<file path="config.mk">
export PLATFORM = sky130hd
export DESIGN_NAME = btn_write_strobe_flat
export DESIGN_NICKNAME = d
export VERILOG_FILES = /design/src/rtl/btn_write_strobe_if.sv /design/src/rtl/btn_write_strobe.sv /design/src/flat_wrapper.sv
export SDC_FILE = /design/constraint.sdc
export NUM_CORES = 1
export LEC_CHECK = 0
export ABC_AREA = 0
export CORE_ASPECT_RATIO = 1.75
export CORE_UTILIZATION = 38
export CTS_BUF_LIST = sky130_fd_sc_hd__clkbuf_4
export CTS_CLUSTER_SIZE = 14
export DETAILED_ROUTE_END_ITERATION = 10
export GPL_ROUTABILITY_DRIVEN = 0
export PLACE_DENSITY = 0.64
export SLEW_MARGIN = 0
export SYNTH_ARGS = -nofsm -noshare
export SYNTH_HDL_FRONTEND = slang
export SYNTH_SLANG_ARGS = --single-unit
export TNS_END_PERCENT = 100
</file>
<file path="constraint.sdc">
create_clock -name clk -period 6.9 [get_ports clk]
set_input_delay 1.38 -clock clk [delete_from_list [all_inputs] [get_ports clk]]
set_output_delay 1.38 -clock clk [all_outputs]
set_load 0.1 [all_outputs]
</file>
<file path="src/rtl/btn_write_strobe_if.sv">
// rtl/btn_write_strobe_if.sv - write-strobe bus between the button front end and the byte store
// Ports (modports):
//   master : drives wr_en (1-cycle strobe), wr_addr (entry select), wr_data (byte)
//   slave  : receives the same three signals
interface btn_write_strobe_if #(
    parameter int DATA_W = 8,
    parameter int ADDR_W = 2
);
    logic              wr_en;
    logic [ADDR_W-1:0] wr_addr;
    logic [DATA_W-1:0] wr_data;

    modport master (output wr_en, output wr_addr, output wr_data);
    modport slave  (input  wr_en, input  wr_addr, input  wr_data);
endinterface

</file>
<file path="src/rtl/btn_write_strobe.sv">
// rtl/btn_write_strobe.sv - debounced push-button to single-cycle write strobe with switch capture
// Ports:
//   clk, rst_n   : clock, asynchronous active-low reset
//   btn_raw      : raw bouncy push-button level
//   sw_data      : raw data switches
//   sw_sel       : raw entry-select switches
//   wr           : write bus (wr_en / wr_addr / wr_data), master side
//   btn_level    : debounced button level
//   press_count  : accepted presses, wraps at 8 bits
module btn_write_strobe #(
    parameter int DEBOUNCE_CYCLES = 1000000,
    parameter int DATA_W          = 8,
    parameter int ADDR_W          = 2
) (
    input  logic                clk,
    input  logic                rst_n,
    input  logic                btn_raw,
    input  logic [DATA_W-1:0]   sw_data,
    input  logic [ADDR_W-1:0]   sw_sel,
    btn_write_strobe_if.master  wr,
    output logic                btn_level,
    output logic [7:0]          press_count
);

    localparam int CNT_W = $clog2(DEBOUNCE_CYCLES) + 1;
    localparam logic [CNT_W-1:0] CNT_LAST = CNT_W'(DEBOUNCE_CYCLES - 1);

    typedef enum logic [1:0] {
        IDLE         = 2'd0,
        PRESS_WAIT   = 2'd1,
        PRESSED      = 2'd2,
        RELEASE_WAIT = 2'd3
    } state_t;

    state_t            state;
    logic [CNT_W-1:0]  cnt;

    logic              btn_m,  btn_s;
    logic [DATA_W-1:0] data_m, data_s;
    logic [ADDR_W-1:0] sel_m,  sel_s;

    // Two-flop synchronizers; the switches are only meaningful when the
    // strobe fires, by which time they have settled through both stages.
    always_ff @(posedge clk or negedge rst_n) begin
        if (!rst_n) begin
            btn_m  <= 1'b0;
            btn_s  <= 1'b0;
            data_m <= '0;
            data_s <= '0;
            sel_m  <= '0;
            sel_s  <= '0;
        end else begin
            btn_m  <= btn_raw;
            btn_s  <= btn_m;
            data_m <= sw_data;
            data_s <= data_m;
            sel_m  <= sw_sel;
            sel_s  <= sel_m;
        end
    end

    always_ff @(posedge clk or negedge rst_n) begin
        if (!rst_n) begin
            state       <= IDLE;
            cnt         <= '0;
            wr.wr_en    <= 1'b0;
            wr.wr_addr  <= '0;
            wr.wr_data  <= '0;
            btn_level   <= 1'b0;
            press_count <= 8'd0;
        end else begin
            wr.wr_en <= 1'b0;
            case (state)
                IDLE: begin
                    if (btn_s) begin
                        state <= PRESS_WAIT;
                        cnt   <= '0;
                    end
                end
                PRESS_WAIT: begin
                    if (!btn_s) begin
                        state <= IDLE;
                        cnt   <= '0;
                    end else if (cnt == CNT_LAST) begin
                        // Only place a strobe is generated: one per debounced press.
                        state       <= PRESSED;
                        cnt         <= '0;
                        wr.wr_en    <= 1'b1;
                        wr.wr_addr  <= sel_s;
                        wr.wr_data  <= data_s;
                        press_count <= press_count + 8'd1;
                        btn_level   <= 1'b1;
                    end else begin
                        cnt <= cnt + 1'b1;
                    end
                end
                PRESSED: begin
                    if (!btn_s) begin
                        state <= RELEASE_WAIT;
                        cnt   <= '0;
                    end
                end
                RELEASE_WAIT: begin
                    // A return to high here is release bounce: back to PRESSED
                    // without a strobe, since the press was already accepted.
                    if (btn_s) begin
                        state <= PRESSED;
                        cnt   <= '0;
                    end else if (cnt == CNT_LAST) begin
                        state     <= IDLE;
                        cnt       <= '0;
                        btn_level <= 1'b0;
                    end else begin
                        cnt <= cnt + 1'b1;
                    end
                end
                default: begin
                    state <= IDLE;
                    cnt   <= '0;
                end
            endcase
        end
    end

endmodule

</file>
<file path="src/flat_wrapper.sv">
// flat-port wrapper written by rule: the top's interface ports become plain ports
module btn_write_strobe_flat 
#(
    parameter int DEBOUNCE_CYCLES = 1000000,
    parameter int DATA_W          = 8,
    parameter int ADDR_W          = 2
)
  (clk, rst_n, btn_raw, sw_data, sw_sel, btn_level, press_count, wr_wr_en, wr_wr_addr, wr_wr_data);
  btn_write_strobe_if #(.DATA_W(DATA_W), .ADDR_W(ADDR_W)) wr_i ();
  input  logic clk;
  input  logic rst_n;
  input  logic btn_raw;
  input  logic [DATA_W-1:0] sw_data;
  input  logic [ADDR_W-1:0] sw_sel;
  output logic btn_level;
  output logic [7:0] press_count;
  output wire logic [$bits(wr_i.wr_en)-1:0] wr_wr_en;
  output wire logic [$bits(wr_i.wr_addr)-1:0] wr_wr_addr;
  output wire logic [$bits(wr_i.wr_data)-1:0] wr_wr_data;
  assign wr_wr_en = wr_i.wr_en;
  assign wr_wr_addr = wr_i.wr_addr;
  assign wr_wr_data = wr_i.wr_data;
  btn_write_strobe #(.DEBOUNCE_CYCLES(DEBOUNCE_CYCLES), .DATA_W(DATA_W), .ADDR_W(ADDR_W)) u_core (.clk(clk), .rst_n(rst_n), .btn_raw(btn_raw), .sw_data(sw_data), .sw_sel(sw_sel), .wr(wr_i), .btn_level(btn_level), .press_count(press_count));
endmodule
</file>
==> results.tsv, run 1 <==
stage	metric	value	unit
floorplan	Die Y	113	microns
worst_setup_path	Critical R2R Launch	u_core.cnt[6]	
sta	fmax	296	MHz
synthesis	dominant cells by area after synthesis	dfrtp_1 (61%), mux2_2 (5.5%), nand2_1 (3.1%)	
hold_path	Hold Path End	u_core.data_s[1]	
route	DRT Pass-1 Iters	5	
finish	FILL cells	646	
synthesis	number of synthesis warnings	0	
floorplan	full die area	7350	sq um
floorplan	Ports	33	
worst_setup_path	startpoint types	flip-flop	
sta	final hold vios	0	
sta	Slew HR	0.303	
worst_setup_path	Worst path max stage delay	1160	ps
finish	n_diodes	0	
sta	Final Skew	7.86	ps
hold_path	hold_sp	u_core.data_m[1]	
pwr	power per cell area	242	nW/um^2
synthesis	Most used DFF post-synth	dfrtp_1	
clocking	maximum clock path buffer count	2	
floorplan	Die W	65.2	microns
grt	vias in the first global route	1784	
grt	GRT overflow	0	
worst_setup_path	worst reg2reg path depth	6	
worst_setup_path	CP Buf/Inv Count	1	
grt	initial antenna violation count	0	
synthesis	Netlist cell types	38	
finish	Layout Cells excl Fill	346	
finish	Area growth syn-to-layout	18.6	%
floorplan	Initial Util	0.390	
clocking	CTS H-tree depth	3	
place	post-DP HPWL	3.30	mm
pwr	leakage	1.41	nW
synthesis	Mapped Area	2660	sq um
route	vias	1887	
worst_setup_path	Setup crit end kind	primary output	
finish	fin nets	272	
synthesis	register area share after synthesis	0.612	
worst_setup_path	reg-to-reg slack, setup	4040	ps
route	DRC Markers	0	
synthesis	Post-synth EDFFs	0	
worst_setup_path	family with the most delay on the worst path	buffers and inverters	
route	final wirelength	4.81	mm
clocking	CTS Hold Bufs	0	
floorplan	area of the core	6810	sq um
worst_setup_path	Critical Path RT	5520	ps
hold_path	worst hold stages	0	
synthesis	Async S/R FF share, synth	1.00	
clocking	Root Driver	clkbuf_4	
pwr	peak supply drop	0.0000998	V
sta	post-route minimum period	3380	ps
clocking	Worst-Skew Late Latency	410	ps
sta	setup TNS	0	ps
finish	utilization after layout	0.463	
clocking	clock buffer count from CTS	9	
synthesis	post-synthesis cell count	222	
clocking	clock slew seen by the registers of the worst setup and hold paths	100	ps
clocking	CTS resizes	0	
worst_setup_path	Worst Path Class, Setup	flip-flop to primary output	
synthesis	Synth Register Bits	65	
route	WL per Instance	13.9	microns
sta	fin. max-slew vios	0	
worst_setup_path	Critical Path AT	2000	ps
grt	first-pass GRT wire length	8.27	mm
grt	largest net degree at the start of global routing	66	
place	# port buffers	32	
synthesis	Synth top area share	0.612	
worst_setup_path	cells along the critical path	clkdlybuf4s50_1	
clocking	clk sinks	65	
floorplan	Cell Rows	40	
route	vias per std cell	5.45	
job	Max Cap Violations	0	
grt	GRT Overall Usage	0.152	
clocking	TritonCTS clock tree	yes	
place	Inst Count DP	330	
hold_path	HP Class	flip-flop to flip-flop	
sta	unrepaired setup endpoints after global routing	false	
sta	Tightest Pin Transition	1040	ps
outcome	status	finished, final reports clean	
synthesis	syn_area_per_cell	12.0	sq um
finish	share of cells above drive strength 1	0.149	
route	Routed Antenna Nets	0	
synthesis	net count after synthesis	237	
worst_setup_path	slowest CP cell	clkdlybuf4s50_1	
worst_setup_path	Max FO, Critical Path	6	
sta	final setup vio count	0	
synthesis	dominant cell type by area after synthesis	dfrtp_1	
sta	crit share post-route	0.490	
route	DRT iter0 DRCs	82	
clocking	post-CTS setup repair buffer count	0	
-- routing by layer --
metal / track usage / share of wire / wire, microns
met2: 0.242 / 0.52 / 2490
met3: 0.0528 / 0.041 / 198
met1: 0.170 / 0.42 / 2000
met4: 0.0957 / 0.026 / 127
met5: 0 / 0 / 0
-- flip-flops by register name (all words and copies together), names as in the netlist, named ones only --
register,count
u_core.cnt,21
u_core.data_m,8
u_core.data_s,8
u_core.press_count,8
u_core.wr.wr_data,8
u_core.sel_m,2
u_core.sel_s,2
u_core.wr.wr_addr,2
u_core.btn_level,1
u_core.btn_m,1
u_core.btn_s,1
u_core.state,1
u_core.wr.wr_en,1
-- metrics by stage --
stage                     power [mW]  setup WS, ps  instance area (sq um)  hold WS [ps]
after floorplan                0.517          4550                   2660           331
after detailed placement       0.560          3950                   3040           336
after CTS                      0.774          3480                   3150           360
final                          0.762          3520                   3150           356
after global placement         0.557          3960                   3040           332
after global routing           0.804          3450                   3150           365
-- cells in the final DEF, fill, tap and decap left out, types with 5 or more instances in the layout --
cell type        instances
mux2_2                  13
nand3_1                 15
nor2_1                  11
o21ai_0                  6
and3_1                   7
dfrtp_1                 65
nand4_1                  8
nand2_1                 22
xnor2_1                  7
clkbuf_4                12
clkdlybuf4s50_1         31
a21oi_1                  5
a22o_1                   5
a31oi_1                 13
-- logic make-up after synthesis --
family / count (synthesis) / synth area share
xor+xnor: 10 / 0.0330
fa+ha+maj: 2 / 0.00941
flops: 65 / 0.612
buf+inv: 10 / 0.0202
mux: 14 / 0.0589
compound gates: 39 / 0.0975
simple gates: 82 / 0.169
-- area by class of cell --
cell class,instances,area [sq um],share of cell area
Tap cell,84,105,0.0333
Multi-Input combinational cell,147,981,0.311
Clock inverter,4,20.0,0.00635
Clock buffer,12,90.1,0.0286
Timing Repair Buffer,34,330,0.105
Sequential cell,65,1630,0.516
-- how the worst max path moves through the flow --
stage | from | end | slack, ps | cells after the start
2_1_floorplan | u_core.press_count[0] | press_count[0] | 4550 | 0
3_3_place_gp | u_core.press_count[2] | press_count[2] | 3960 | 1
3_5_place_dp | u_core.press_count[0] | press_count[0] | 3950 | 1
4_1_cts | u_core.press_count[0] | press_count[0] | 3480 | 1
5_1_grt | u_core.press_count[1] | press_count[1] | 3450 | 1
6_report | u_core.press_count[0] | press_count[0] | 3520 | 1
-- power breakdown --
group	switching (mW)	internal [mW]	total, mW	leakage, nW
clock	0.127	0.0840	0.211	0.0708
combinational	0.0919	0.0468	0.139	0.487
sequential	0.0138	0.399	0.413	0.852
-- cell usage after synthesis (2+ instances only) --
master	instances
buf_2	2
a41oi_1	4
o21ai_0	6
nand4_1	8
a21oi_1	6
ha_1	2
nand3_1	15
and3_1	7
a21o_1	2
xor2_1	3
clkbuf_1	6
a22o_1	5
xnor2_1	7
a31oi_1	13
nand2_1	22
nor4_1	4
nor3_1	2
dfrtp_1	65
nor2_1	11
o211ai_1	2
mux2_2	13
Power figures use the tool's default switching activity.
==> run 2: changes to the inputs <==
--- a/config.mk
+++ b/config.mk
@@ -12,7 +12,7 @@
 export CTS_CLUSTER_SIZE = 14
 export DETAILED_ROUTE_END_ITERATION = 10
 export GPL_ROUTABILITY_DRIVEN = 0
-export PLACE_DENSITY = 0.64
+export PLACE_DENSITY = 0.66
 export SLEW_MARGIN = 0
 export SYNTH_ARGS = -nofsm -noshare
 export SYNTH_HDL_FRONTEND = slang
==> constraint.sdc (replaced) <==
create_clock -name clk -period 2.92 [get_ports clk]
set_input_delay 0.584 -clock clk [delete_from_list [all_inputs] [get_ports clk]]
set_output_delay 0.584 -clock clk [all_outputs]
set_load 0.1 [all_outputs]
==> run 2 against run 1 <==
Against the previous run: combinational power increased by 140%; sequential power grew 140%; register-to-register slack lost 3600 ps; power rose by 140%; critical path type is now flip-flop to flip-flop; largest power group unchanged; non-clock buffer count up 3.
==> results.tsv, run 2 (same netlist as run 1, synthesis figures left out) <==
stage	metric	value	unit
outcome	status	finished, final reports clean	
worst_setup_path	Max FO, Critical Path	23	
sta	Hold Slack	93.1	ps
worst_setup_path	Setup crit end kind	flip-flop	
sta	Slew HR	0.533	
clocking	CTS resizes	0	
hold_path	HP Class	input port to async pin	
finish	commonest non-fill, non-tap cell in the layout	dfrtp_1	
sta	final setup vio count	0	
finish	footprint of the multi-input gates	981	sq um
finish	Layout Cells excl Fill	349	
sta	unrepaired setup endpoints after global routing	false	
grt	initial antenna violation count	0	
clocking	maximum clock path buffer count	2	
grt	GR met3 Demand/Resource	0.0407	
finish	utilization after layout	0.460	
grt	GRT overflow	0	
route	WL per Instance	14.7	microns
route	Routed Antenna Nets	0	
floorplan	Die Y	113	microns
pwr	leakage	1.46	nW
floorplan	Cell Rows	40	
finish	share of cells above drive strength 1	0.234	
floorplan	Ports	33	
route	DRC Markers	0	
finish	most frequent cells in the layout	dfrtp_1 (65), buf_4 (25), nand2_1 (22)	
finish	n_diodes	0	
finish	sequential cell area	1630	sq um
clocking	Root Driver	clkbuf_4	
pwr	power per cell area	581	nW/um^2
route	DRT iter0 DRCs	87	
grt	GRT Overall Usage	0.157	
pwr	Clock power frac	0.281	
sta	post-route minimum period	2510	ps
job	Max Cap Violations	0	
place	# port buffers	32	
finish	max reg flops	21	
floorplan	Initial Util	0.390	
sta	setup TNS	0	ps
sta	fin. max-slew vios	0	
clocking	CTS Hold Bufs	0	
clocking	Worst-Skew Late Latency	420	ps
clocking	clk sinks	65	
place	post-DP HPWL	3.66	mm
pwr	sequential share of power	0.536	
floorplan	area of the core	6810	sq um
clocking	TritonCTS clock tree	yes	
pwr	Net Sw Power	0.582	mW
floorplan	full die area	7350	sq um
clocking	clock slew seen by the registers of the worst setup and hold paths	110	ps
worst_setup_path	Critical Path AT	2800	ps
finish	FILL cells	657	
sta	Final Skew	13.2	ps
place	Inst Count DP	333	
pwr	Comb power frac	0.183	
route	DRT Pass-1 Iters	4	
route	final wirelength	5.13	mm
clocking	clock buffer count from CTS	9	
sta	Tightest Pin Transition	698	ps
sta	fmax	398	MHz
grt	GRT busiest layer	met2	
finish	Largest Register	u_core.cnt	
finish	Area growth syn-to-layout	17.9	%
floorplan	Die W	65.2	microns
pwr	peak supply drop	0.000202	V
route	vias per std cell	5.51	
grt	first-pass GRT wire length	8.60	mm
worst_setup_path	Worst Path Class, Setup	flip-flop to flip-flop	
grt	GR Util met2	0.268	
clocking	post-CTS setup repair buffer count	0	
place	DP Worst Slack	466	ps
grt	vias in the first global route	1914	
sta	final hold vios	0	
grt	largest net degree at the start of global routing	32	
route	vias	1922	
finish	fin nets	275	
clocking	CTS H-tree depth	3	
grt	M1 GR Usage	0.161	
pwr	Switching Share	0.319	
sta	crit share post-route	0.860	
worst_setup_path	startpoint types	flip-flop	
worst_setup_path	Critical Path RT	3210	ps
pwr	Pint	1.24	mW
sta	PnR worst setup slack	409	ps
[run 2: area by class of cell]
| cell class | count | area share |
|---|---|---|
| sequential | 65 | 0.519 |
| multi-input combinational | 147 | 0.313 |
| timing repair buffer | 37 | 0.0966 |
| tap | 84 | 0.0335 |
| clock buffer | 10 | 0.0240 |
| clock inverter | 6 | 0.0140 |
[run 2: path summary, 6_finish.rpt]
path / startpoint / endpoint / slack, ps / cells after the start
setup reg to reg: u_core.cnt[6] / u_core.cnt[11] / 410 / 6
setup / recovery: u_core.cnt[6] / u_core.cnt[11] / 410 / 6
min in group clk: u_core.data_m[4] / u_core.data_s[4] / 360 / 0
hold / removal: rst_n / u_core.sel_m[0] / 90 / 1
hold reg to reg: u_core.data_m[4] / u_core.data_s[4] / 360 / 0
max in group asynchronous: rst_n / u_core.press_count[2] / 2060 / 2
[run 2: metrics by stage]
step           power [mW]  instance area (sq um)
3_5_place_dp         1.33                   3020
4_1_cts              1.85                   3130
3_3_place_gp         1.32                   3020
6_report             1.82                   3130
5_1_grt              1.93                   3130
2_1_floorplan        1.22                   2660
[run 2: critical path: stages (launching register included)]
cell and delay [ps]:
dfrtp_1 460, or4b_2 680, nor4_1 420, a21oi_2 260, buf_4 280, a41oi_1 230
a31oi_1 60
[run 2: routing by layer]
metal	part of all wire	up-vias	wire (microns)
li1	-	897	-
met1	0.38	960	1930
met2	0.54	45	2780
met3	0.041	20	208
met4	0.042	0	216
met5	0	-	0
[run 2: power groups by stage]
stage	Sequential, mW	Combinational, mW	Clock [mW]
after floorplan	0.986	0.235	0
after global placement	0.992	0.327	0
after detailed placement	0.995	0.334	0
after CTS	0.977	0.335	0.534
after global routing	0.985	0.377	0.572
final	0.977	0.333	0.512
==> run 3: changes to the inputs <==
--- a/config.mk
+++ b/config.mk
@@ -9,9 +9,11 @@
 export CORE_ASPECT_RATIO = 1.75
 export CORE_UTILIZATION = 38
 export CTS_BUF_LIST = sky130_fd_sc_hd__clkbuf_4
+export CTS_CLUSTER_DIAMETER = 200
 export CTS_CLUSTER_SIZE = 14
 export DETAILED_ROUTE_END_ITERATION = 10
 export GPL_ROUTABILITY_DRIVEN = 0
+export HOLD_SLACK_MARGIN = 0.12
 export PLACE_DENSITY = 0.66
 export SLEW_MARGIN = 0
 export SYNTH_ARGS = -nofsm -noshare
==> run 3 against run 2 <==
Against the previous run: sequential power hardly changed; count of clock-buffer cells in the layout stayed put; core utilization is 0.15 points higher; via count is 0.73% higher; critical path type unchanged; largest power group unchanged.
==> results.tsv, run 3 (same netlist as run 1, synthesis figures left out) <==
stage	metric	value	unit
finish	FILL cells	656	
sta	unrepaired setup endpoints after global routing	false	
sta	Slew HR	0.531	
pwr	leakage	1.47	nW
finish	fin nets	276	
grt	first-pass GRT wire length	8.60	mm
place	placed cell area	3020	sq um
route	Routed Antenna Nets	0	
route	final wirelength	5.13	mm
sta	fmax	398	MHz
floorplan	Initial Util	0.390	
finish	share of cells above drive strength 1	0.233	
pwr	Clock power frac	0.281	
worst_setup_path	Max FO, Critical Path	23	
grt	GRT Overall Usage	0.157	
worst_setup_path	Worst Path Class, Setup	flip-flop to flip-flop	
grt	vias in the first global route	1914	
clocking	CTS H-tree depth	3	
floorplan	Cell Rows	40	
pwr	sequential share of power	0.536	
finish	max reg flops	21	
floorplan	area of the core	6810	sq um
clocking	clock slew seen by the registers of the worst setup and hold paths	100	ps
route	DRT iter0 DRCs	113	
pwr	Switching Share	0.319	
pwr	Net Sw Power	0.582	mW
route	DRT Pass-1 Iters	4	
worst_setup_path	worst reg2reg path depth	6	
hold_path	worst hold stages	0	
grt	largest net degree at the start of global routing	32	
finish	n_diodes	0	
pwr	Comb power frac	0.183	
floorplan	Die Y	113	microns
clocking	post-CTS setup repair buffer count	0	
clocking	TritonCTS clock tree	yes	
sta	crit share post-route	0.860	
sta	fin. max-slew vios	0	
worst_setup_path	startpoint types	flip-flop	
floorplan	Ports	33	
hold_path	HP Class	flip-flop to flip-flop	
worst_setup_path	Critical Path AT	2800	ps
worst_setup_path	reg-to-reg slack, setup	410	ps
route	WL per Instance	14.7	microns
place	# port buffers	32	
route	vias	1936	
pwr	peak supply drop	0.000201	V
job	Max Cap Violations	0	
clocking	clock buffer count from CTS	9	
route	DRC Markers	0	
sta	Tightest Pin Transition	701	ps
clocking	clk sinks	65	
sta	Final Skew	13.2	ps
clocking	Root Driver	clkbuf_4	
finish	Largest Register	u_core.cnt	
sta	post-route minimum period	2510	ps
sta	final hold vios	0	
finish	commonest non-fill, non-tap cell in the layout	dfrtp_1	
finish	most frequent cells in the layout	dfrtp_1 (65), buf_4 (25), nand2_1 (22)	
clocking	maximum clock path buffer count	2	
finish	footprint of the multi-input gates	981	sq um
outcome	status	finished, final reports clean	
pwr	Pint	1.24	mW
pwr	power per cell area	580	nW/um^2
finish	Area growth syn-to-layout	18.3	%
sta	final setup vio count	0	
floorplan	Die W	65.2	microns
floorplan	full die area	7350	sq um
place	post-DP HPWL	3.66	mm
worst_setup_path	Setup crit end kind	flip-flop	
finish	sequential cell area	1630	sq um
grt	GRT overflow	0	
sta	setup TNS	0	ps
route	vias per std cell	5.53	
worst_setup_path	Critical Path RT	3210	ps
clocking	Worst-Skew Late Latency	420	ps
finish	post-route cell area	3140	sq um
grt	initial antenna violation count	0	
==> run 3: layout make-up <==
type | count | share of cell area
clock buffers | 10 | 0.0239
well taps | 84 | 0.0334
multi-input cells | 147 | 0.312
clock inverters | 6 | 0.0139
repair buffers | 38 | 0.0995
flip-flops and latches | 65 | 0.517
==> run 3: critical path, stage by stage (launching register included) <==
cell     delay, ps
dfrtp_1        460
or4b_2         680
nor4_1         420
a21oi_2        260
buf_4          280
a41oi_1        230
a31oi_1         60
==> run 3: power groups by stage <==
stage | clock, mW | sequential (mW) | combinational (mW)
6_report | 0.512 | 0.977 | 0.334
5_1_grt | 0.572 | 0.985 | 0.378
4_1_cts | 0.534 | 0.977 | 0.336
3_5_place_dp | 0 | 0.995 | 0.334
3_3_place_gp | 0 | 0.992 | 0.327
2_1_floorplan | 0 | 0.986 | 0.235
==> run 3: path summary, 6_finish.rpt <==
path / start / to
worst max-delay path: u_core.cnt[6] / u_core.cnt[11]
worst min-delay path: u_core.data_m[4] / u_core.data_s[4]
worst max register to register: u_core.cnt[6] / u_core.cnt[11]
worst min register to register: u_core.data_m[4] / u_core.data_s[4]
max in group asynchronous: rst_n / u_core.press_count[2]
min in group asynchronous: rst_n / u_core.sel_m[0]
==> run 3: per-layer routing <==
layer	up-vias	part of all wire	global-route usage	routed length [microns]
li1	897	-	-	-
met1	973	0.38	0.161	1950
met2	46	0.54	0.268	2760
met3	20	0.040	0.0407	203
met4	0	0.042	0.113	216
met5	-	0	0	0
==> run 3: per-stage QoR <==
step	hold slack, ps	setup WS, ps	utilization	power (mW)	std cells
6_report	357	409	0.462	1.82	350
5_1_grt	374	174	0.462	1.94	350
4_1_cts	361	446	0.462	1.85	350
3_5_place_dp	336	466	0.443	1.33	333
3_3_place_gp	333	490	0.443	1.32	333
2_1_floorplan	288	701	-	1.22	222
==> run 3: what timing repair did <==
item	CTS	global route
hold buffers	1	0
gates resized for setup	0	0
hold endpoints to repair	17	0
